$ cat config.mk
export PLATFORM = sky130hd
export DESIGN_NAME = wb_regfile
export DESIGN_NICKNAME = d
export VERILOG_FILES = /design/src/rtl/wb_regfile_pkg.sv /design/src/rtl/wb_regfile_regfile_2r1w.sv /design/src/rtl/wb_regfile.sv
export SDC_FILE = /design/constraint.sdc
export NUM_CORES = 2
export LEC_CHECK = 0
export CORE_AREA = 8 8 431 433
export CTS_BUF_LIST = sky130_fd_sc_hd__clkbuf_8
export DETAILED_ROUTE_END_ITERATION = 16
export DIE_AREA = 0 0 439 441
export SETUP_SLACK_MARGIN = 0.1
export SYNTH_ARGS = -nofsm -noshare
export SYNTH_HDL_FRONTEND = slang
export SYNTH_SLANG_ARGS = --single-unit
$ cat constraint.sdc
create_clock -name clk -period 49.6 [get_ports clk]
set_input_delay 12.4 -clock clk [delete_from_list [all_inputs] [get_ports clk]]
set_output_delay 12.4 -clock clk [all_outputs]
set_load 0.01 [all_outputs]
$ cat src/rtl/wb_regfile_pkg.sv
// ============================================================================
// wb_regfile_pkg : shared core constants and types for writeback/regfile
// Revision 1.0
// ============================================================================
`default_nettype none

package wb_regfile_pkg;

    localparam int XLEN       = 32;
    localparam int REG_ADDR_W = 5;

    localparam logic [REG_ADDR_W-1:0] REG_ZERO = 5'd0;

    typedef logic [XLEN-1:0]       xdata_t;
    typedef logic [REG_ADDR_W-1:0] raddr_t;

    // One memory/writeback register's worth of writeback request.
    typedef struct packed {
        logic   we;
        logic   le;
        raddr_t dest;
        xdata_t alu;
        xdata_t load;
    } wb_req_t;

    function automatic xdata_t wb_select(input wb_req_t req);
        return req.le ? req.load : req.alu;
    endfunction

    function automatic logic wb_commits(input wb_req_t req);
        return req.we && (req.dest != REG_ZERO);
    endfunction

endpackage

`default_nettype wire

$ cat src/rtl/wb_regfile_regfile_2r1w.sv
// ============================================================================
// regfile_2r1w : 2-read/1-write integer register file, x0 hardwired, bypass
// Revision 1.0
// ============================================================================
`default_nettype none

module regfile_2r1w
    import wb_regfile_pkg::*;
#(
    parameter int NREGS = 32
) (
    input  logic                  clk,
    input  logic                  rst,
    input  logic                  we_i,
    input  logic [REG_ADDR_W-1:0] waddr_i,
    input  logic [XLEN-1:0]       wdata_i,
    input  logic [REG_ADDR_W-1:0] raddr1_i,
    input  logic [REG_ADDR_W-1:0] raddr2_i,
    output logic [XLEN-1:0]       rdata1_o,
    output logic [XLEN-1:0]       rdata2_o
);

    // x0 has no storage; entries start at index 1.
    logic [XLEN-1:0] mem_q [1:NREGS-1];

    logic                  w_wr;
    logic [REG_ADDR_W-1:0] w_raddr [2];
    logic [XLEN-1:0]       w_rdata [2];

    assign w_wr = we_i && (waddr_i != REG_ZERO) && (int'(waddr_i) < NREGS);

    always_ff @(posedge clk or posedge rst) begin
        if (rst) begin
            for (int i = 1; i < NREGS; i++) begin
                mem_q[i] <= '0;
            end
        end else if (w_wr) begin
            mem_q[waddr_i] <= wdata_i;
        end
    end

    assign w_raddr[0] = raddr1_i;
    assign w_raddr[1] = raddr2_i;

    // Each port bypasses on its own, so rs1 == rs2 == dest sees the new value twice.
    for (genvar p = 0; p < 2; p++) begin : g_rport
        always_comb begin
            w_rdata[p] = '0;
            if (w_raddr[p] == REG_ZERO) begin
                w_rdata[p] = '0;
            end else if (w_wr && (w_raddr[p] == waddr_i)) begin
                w_rdata[p] = wdata_i;
            end else if (int'(w_raddr[p]) < NREGS) begin
                w_rdata[p] = mem_q[w_raddr[p]];
            end
        end
    end

    assign rdata1_o = w_rdata[0];
    assign rdata2_o = w_rdata[1];

endmodule

`default_nettype wire

$ cat src/rtl/wb_regfile.sv
// ============================================================================
// wb_regfile : writeback select, commit tracking and integer register file
// Revision 1.0
// ============================================================================
`default_nettype none

module wb_regfile
    import wb_regfile_pkg::*;
#(
    parameter int NREGS = 32,
    parameter int CNT_W = 32
) (
    input  logic                  clk,
    input  logic                  rst,
    input  logic [XLEN-1:0]       alu_data_in,
    input  logic [XLEN-1:0]       load_data_in,
    input  logic [REG_ADDR_W-1:0] dest_reg_addr_in,
    input  logic                  write_enable_in,
    input  logic                  load_enable_in,
    input  logic [REG_ADDR_W-1:0] rs1_addr,
    input  logic [REG_ADDR_W-1:0] rs2_addr,
    output logic [XLEN-1:0]       rs1_data,
    output logic [XLEN-1:0]       rs2_data,
    output logic [XLEN-1:0]       wb_data,
    output logic                  wb_commit,
    output logic [CNT_W-1:0]      wb_count
);

    wb_req_t          w_req;
    logic             w_commit;
    logic             wb_commit_q, wb_commit_d;
    logic [CNT_W-1:0] wb_count_q,  wb_count_d;

    assign w_req.we   = write_enable_in;
    assign w_req.le   = load_enable_in;
    assign w_req.dest = dest_reg_addr_in;
    assign w_req.alu  = alu_data_in;
    assign w_req.load = load_data_in;

    assign wb_data  = wb_select(w_req);
    assign w_commit = wb_commits(w_req);

    regfile_2r1w #(
        .NREGS (NREGS)
    ) u_rf (
        .clk      (clk),
        .rst      (rst),
        .we_i     (w_commit),
        .waddr_i  (dest_reg_addr_in),
        .wdata_i  (wb_data),
        .raddr1_i (rs1_addr),
        .raddr2_i (rs2_addr),
        .rdata1_o (rs1_data),
        .rdata2_o (rs2_data)
    );

    // Counter wraps silently at 2^CNT_W.
    always_comb begin
        wb_commit_d = w_commit;
        wb_count_d  = wb_count_q;
        if (w_commit) begin
            wb_count_d = wb_count_q + 1'b1;
        end
    end

    always_ff @(posedge clk or posedge rst) begin
        if (rst) begin
            wb_commit_q <= 1'b0;
            wb_count_q  <= '0;
        end else begin
            wb_commit_q <= wb_commit_d;
            wb_count_q  <= wb_count_d;
        end
    end

    assign wb_commit = wb_commit_q;
    assign wb_count  = wb_count_q;

endmodule

`default_nettype wire

======== After elaboration in Yosys (flattened, before gate mapping) ========
Cells that the tools add are included.
cells by class
  reduce and logical (&&, ||, !) cells .... 8
  magnitude comparators ................... 4
  mux-type cells .......................... 14
  equal/unequal tests ..................... 2
  $add $sub $neg .......................... 1
  bitwise operators ....................... 3
operators by type and width
  cell                                                                          count
  992-bit bitwise mux                                                           1
  32-bit binary-select mux with 5-bit select                                    2
  32-bit two-way mux                                                            10
  32-bit demux with 5-bit select                                                1
  32-bit by 1-bit adder with 32-bit output, second input constant               1
  6-bit greater-or-equal comparator, second input constant                      3
  5-bit NOT with 6-bit output                                                   3
  5-bit == test                                                                 2
  5-bit logical NOT                                                             2
  6-bit by 1-bit less-than comparator with 1-bit output, second input constant  1
  1-bit logical AND                                                             5
  5-bit nonzero test                                                            1
storage, ports and cells
  word-level logic and storage cells ...... 65
  input port bits ......................... 83
  output and inout bits ................... 129
  register bits ........................... 1025

======== Longest topological paths before layout ========
  depth after elaboration ................. 6
  depth in mapped cells ................... 9
  mapped depth without buffers ............ 6

======== Modules after synthesis ========
A second synthesis with hierarchy kept.
second synthesis, totals
  cell total of the unflattened synthesis .. 3830
  area total of the unflattened synthesis .. 55325.6 um2
by module, submodules not included
  module        cells each  area each (um2)  seq. area each (um2)  instances
  regfile_2r1w  3652        53372.4          24823.8               1
  wb_regfile    178         1953.1           825.8                 1

======== Least setup slack after synthesis ========
OpenSTA, ideal clock, no wires.
  path type ............................... input port to output port
  start ................................... in rs1_addr[2]
  end ..................................... out rs1_data[1]
  buffers on the path ..................... 3
  arrival ................................. 14140 ps
  required time ........................... 37200 ps
  slack ................................... 23060 ps
  stages on the path ...................... 7
  cell sequence ........................... buf_2 -> buf_2 -> nor2_1 -> clkbuf_1 -> a22oi_1 -> and3_1 -> a2111oi_0
between the ends
  longest elaborated chain between the ends .. 6
  elaborated cells between the ends (all ways) .. 9
RTL lines
  item                                                    line                           RTL
  start: declaration                                      wb_regfile.sv:20               input logic [REG_ADDR_W-1:0] rs1_addr,
  5-bit NOT with 6-bit output (not written as such)       wb_regfile_regfile_2r1w.sv:54  w_rdata[p] = mem_q[w_raddr[p]];
  32-bit binary-select mux with 5-bit select              wb_regfile_regfile_2r1w.sv:54
  32-bit two-way mux (not written as such) (2 in series)  wb_regfile_regfile_2r1w.sv:54
  32-bit two-way mux                                      wb_regfile_regfile_2r1w.sv:51  end else if (w_wr && (w_raddr[p] == waddr_i)) begin
  32-bit two-way mux *                                    wb_regfile_regfile_2r1w.sv:49  if (w_raddr[p] == REG_ZERO) begin
  end: declaration                                        wb_regfile.sv:22               output logic [XLEN-1:0] rs1_data,
Every way passes the cells marked *; elsewhere a longest branch is shown, timed or not. The select of a mux whose other input is x is not followed.

======== Worst setup path in the final report ========
  start ................................... in rs1_addr[0]
  end ..................................... out rs1_data[25]
The elaborated chain is that of the path after synthesis.

==> results.md <==
- Status: completed
- Setup repair bufs after CTS: 0
- Slew HR: 16.3%
- Max Clock Skew: 0.0278 ns
- Detail Route Antenna Nets: 0
- Register area share after synthesis: 48.0%
- Main combinational cell family by area after synthesis: multiplexers
- Count leader, synth: dfrtp_1
- Largest net degree at the start of global routing: 137
- CTS max path bufs: 3
- Cts hold-fix bufs: 0
- Synth top area share: 48.0%
- Final Cycle Share: 60.3%
- Residual DRC: 0
- Crit path launch type: input pin
- H-Tree Depth: 4
- Cts repair resizes: 0
- Gpl congestion: 0.821
- DR vias: 40500
- HPWL after detailed placement: 105000 um
- CTS tree: done
- Maximum vdd drop: 0.0000236 V
- Vias in the first global route: 41100
- Post-layout min period: 29.90 ns
- Worst slew pin tran: 1.25 ns
- P per Cell Area: 40.4 nW/um2
- FMAX: 33.4 MHz
- Final setup violation count: 0
- CP Class: input pin to output pin
- Register area: 25600 um2
- Final WL: 182000 um
- Initial antenna violation count: 3
- Cts bufs inserted: 169
- Number of port buffers: 211
- Power Total: 2.47 mW
- Number of nets in the layout: 4908
- Synth warn: 0
- First-pass GRT wire length: 273000 um
- Clock transition at the registers of the reported paths: 0.05 ns
- Xor/xnor share of the synthesized area: 0.672%
- Synth unique cells: 50
- # IOs: 212
- WP data arrival: 17.50 ns
- Post-Synth Adder-Cell Area: 0.0234%
- CP Capture Type: output pin
- Fillers: 17800
- Mapped Avg Cell Area: 11.0 um2
- Leak Pwr: 25.2 nW
- Worst EP required: 37.20 ns
- Mux share of post-synthesis cell area: 23.5%
- Area of the core: 179000 um2
- Area contributors post-synth: dfrtp_1 48%, mux4_2 20%, o21ai_0 5.4%, nand2_1 4.5%, a21oi_1 3.9%
- Routed WL per cell: 24.8 um
- Die X: 439 um
- Ys async rst share: 100%
- Commonest cells post-synth: 1025 x dfrtp_1, 641 x nand2_1, 577 x o21ai_0
- Initial Utilization: 29.8%
- Share of post-route cells with drive strength above 1: 20.7%
- Synthesized area: 53400 um2
- Total track usage: 18.5%
- Max Slew Vio Count: 0
- CP Max Fanout: 48
- GRT overflow: 0
- Total negative slack: 0 ns
- EDFF count, synth: 0
- Clk Latency, worst-skew pair: 0.89 ns
- Post-Synthesis Cells: 4835
- Maxcap violations: 0
- Multi-input gate area: 26000 um2
- Most used DFF post-synth: dfrtp_1
- Die height: 441 um
- DR pass1 iterations: 5
- Core Rows: 156
- Number of DRC markers in iteration 0: 3958
- Synth area leader: dfrtp_1
- Die area: 194000 um2
- CTS Sinks: 1025
- Hold Fails Final Rpt: 0
- Syn-to-layout area delta: 14.4%
- DR vias/cell: 5.53
- Simple-Gate Fraction of Synth Area: 9.67%
- Flop and latch count out of synthesis: 1025
- RSZ-0062 raised after global routing: no
- Synth Net Count: 4919
- HP Class: flop to flop
- CTS root buf: clkbuf_8
- Synth Area in Compound Gates: 14.0%
## critical path, stage by stage
cell	delay, ns
buf_8	0.39
buf_4	0.67
buf_4	0.87
buf_4	0.78
mux4_2	0.36
mux2i_1	0.08
o22ai_1	0.22
nor2_1	0.10
a2111oi_2	0.76
clkdlybuf4s50_1	0.70
## layout make-up
type                            instances  share of cell area [%]
Multi-Input combinational cell       3275                    42.6
Sequential cell                      1025                    42.0
Tap cell                             2370                    4.85
Timing Repair Buffer                  317                    4.83
Clock buffer                          204                    4.60
Clock inverter                         89                   0.850
Inverter                               36                   0.233
Antenna cell                            5                  0.0205
## logic make-up after synthesis
kind of cell / count (synthesis)
flops: 1025
xor+xnor: 41
mux: 640
compound gates: 1321
fa+ha+maj: 1
simple gates: 1272
buf+inv: 535
## layer usage
| metal | track usage (%) | up-vias | share of wire [%] |
|---|---|---|---|
| met5 | 0 | - | 0.0072 |
| met4 | 9.41 | 2 | 5.3 |
| met3 | 3.34 | 434 | 6.8 |
| met2 | 31.2 | 1606 | 49 |
| met1 | 22.9 | 20800 | 39 |
| li1 | - | 17600 | - |
## flip-flops by register name, summed over array words and instances (netlist names)
name	flops
u_rf.mem_q	992
wb_count	32
wb_commit	1
## power by group
part | internal [mW] | switching, mW | leakage, nW
sequential | 1.01 | 0.131 | 12.9
clock | 0.392 | 0.356 | 1.94
combinational | 0.301 | 0.278 | 10.3
total | 1.71 | 0.765 | 25.2
## path summary, 6_finish.rpt
| kind | cells after the start | startpoint | end | slack, ns |
|---|---|---|---|---|
| setup / recovery | 10 | rs1_addr[0] | rs1_data[25] | 19.70 |
| hold / removal | 1 | wb_count[31]$_DFFE_PP0P_ | wb_count[31]$_DFFE_PP0P_ | 0.46 |
| setup reg to reg | 6 | wb_count[0]$_DFFE_PP0P_ | wb_count[22]$_DFFE_PP0P_ | 47.66 |
| hold reg to reg | 1 | wb_count[31]$_DFFE_PP0P_ | wb_count[31]$_DFFE_PP0P_ | 0.46 |
| max in group asynchronous | 6 | rst | u_rf.mem_q[457]$_DFFE_PP0P_ | 33.57 |
| min in group asynchronous | 2 | rst | wb_commit$_DFF_PP0_ | 12.10 |
## metrics by stage
stage | util (%) | area (um2) | cells | hold WS (ns) | worst slack [ns]
after global placement | 32.2 | 57800 | 7023 | 0.456 | 19.61
after CTS | 34.1 | 61100 | 7316 | 0.469 | 19.61
after global routing | 34.1 | 61100 | 7317 | 0.483 | 19.43
after floorplan | - | 53400 | 4835 | 0.460 | 8.36
after detailed placement | 32.2 | 57800 | 7023 | 0.459 | 19.61
final | 34.1 | 61100 | 7321 | 0.464 | 19.70
## cells in the final DEF, fill, tap and decap left out, types with 5 or more instances in the layout
| cell type | n |
|---|---|
| clkdlybuf4s50_1 | 203 |
| nand3_1 | 12 |
| nand2_1 | 626 |
| nor2b_1 | 33 |
| a22oi_1 | 64 |
| clkinvlp_4 | 6 |
| nand2_2 | 11 |
| diode_2 | 5 |
| nand4_1 | 7 |
| and3_1 | 39 |
| mux4_2 | 480 |
| mux2_2 | 96 |
| buf_4 | 106 |
| o22ai_1 | 32 |
| clkinv_2 | 8 |
| xor2_1 | 10 |
| mux2i_2 | 14 |
| o21ai_0 | 577 |
| nor2_1 | 457 |
| mux2i_1 | 32 |
| nor3_1 | 36 |
| xnor2_1 | 31 |
| nor2_4 | 17 |
| a221oi_1 | 64 |
| a211oi_1 | 32 |
| inv_1 | 98 |
| a21oi_1 | 416 |
| a2111oi_2 | 30 |
| mux2i_4 | 18 |
| o21ai_1 | 96 |
| clkbuf_8 | 204 |
| dfrtp_1 | 1025 |
(Power assumes the default switching activity.)
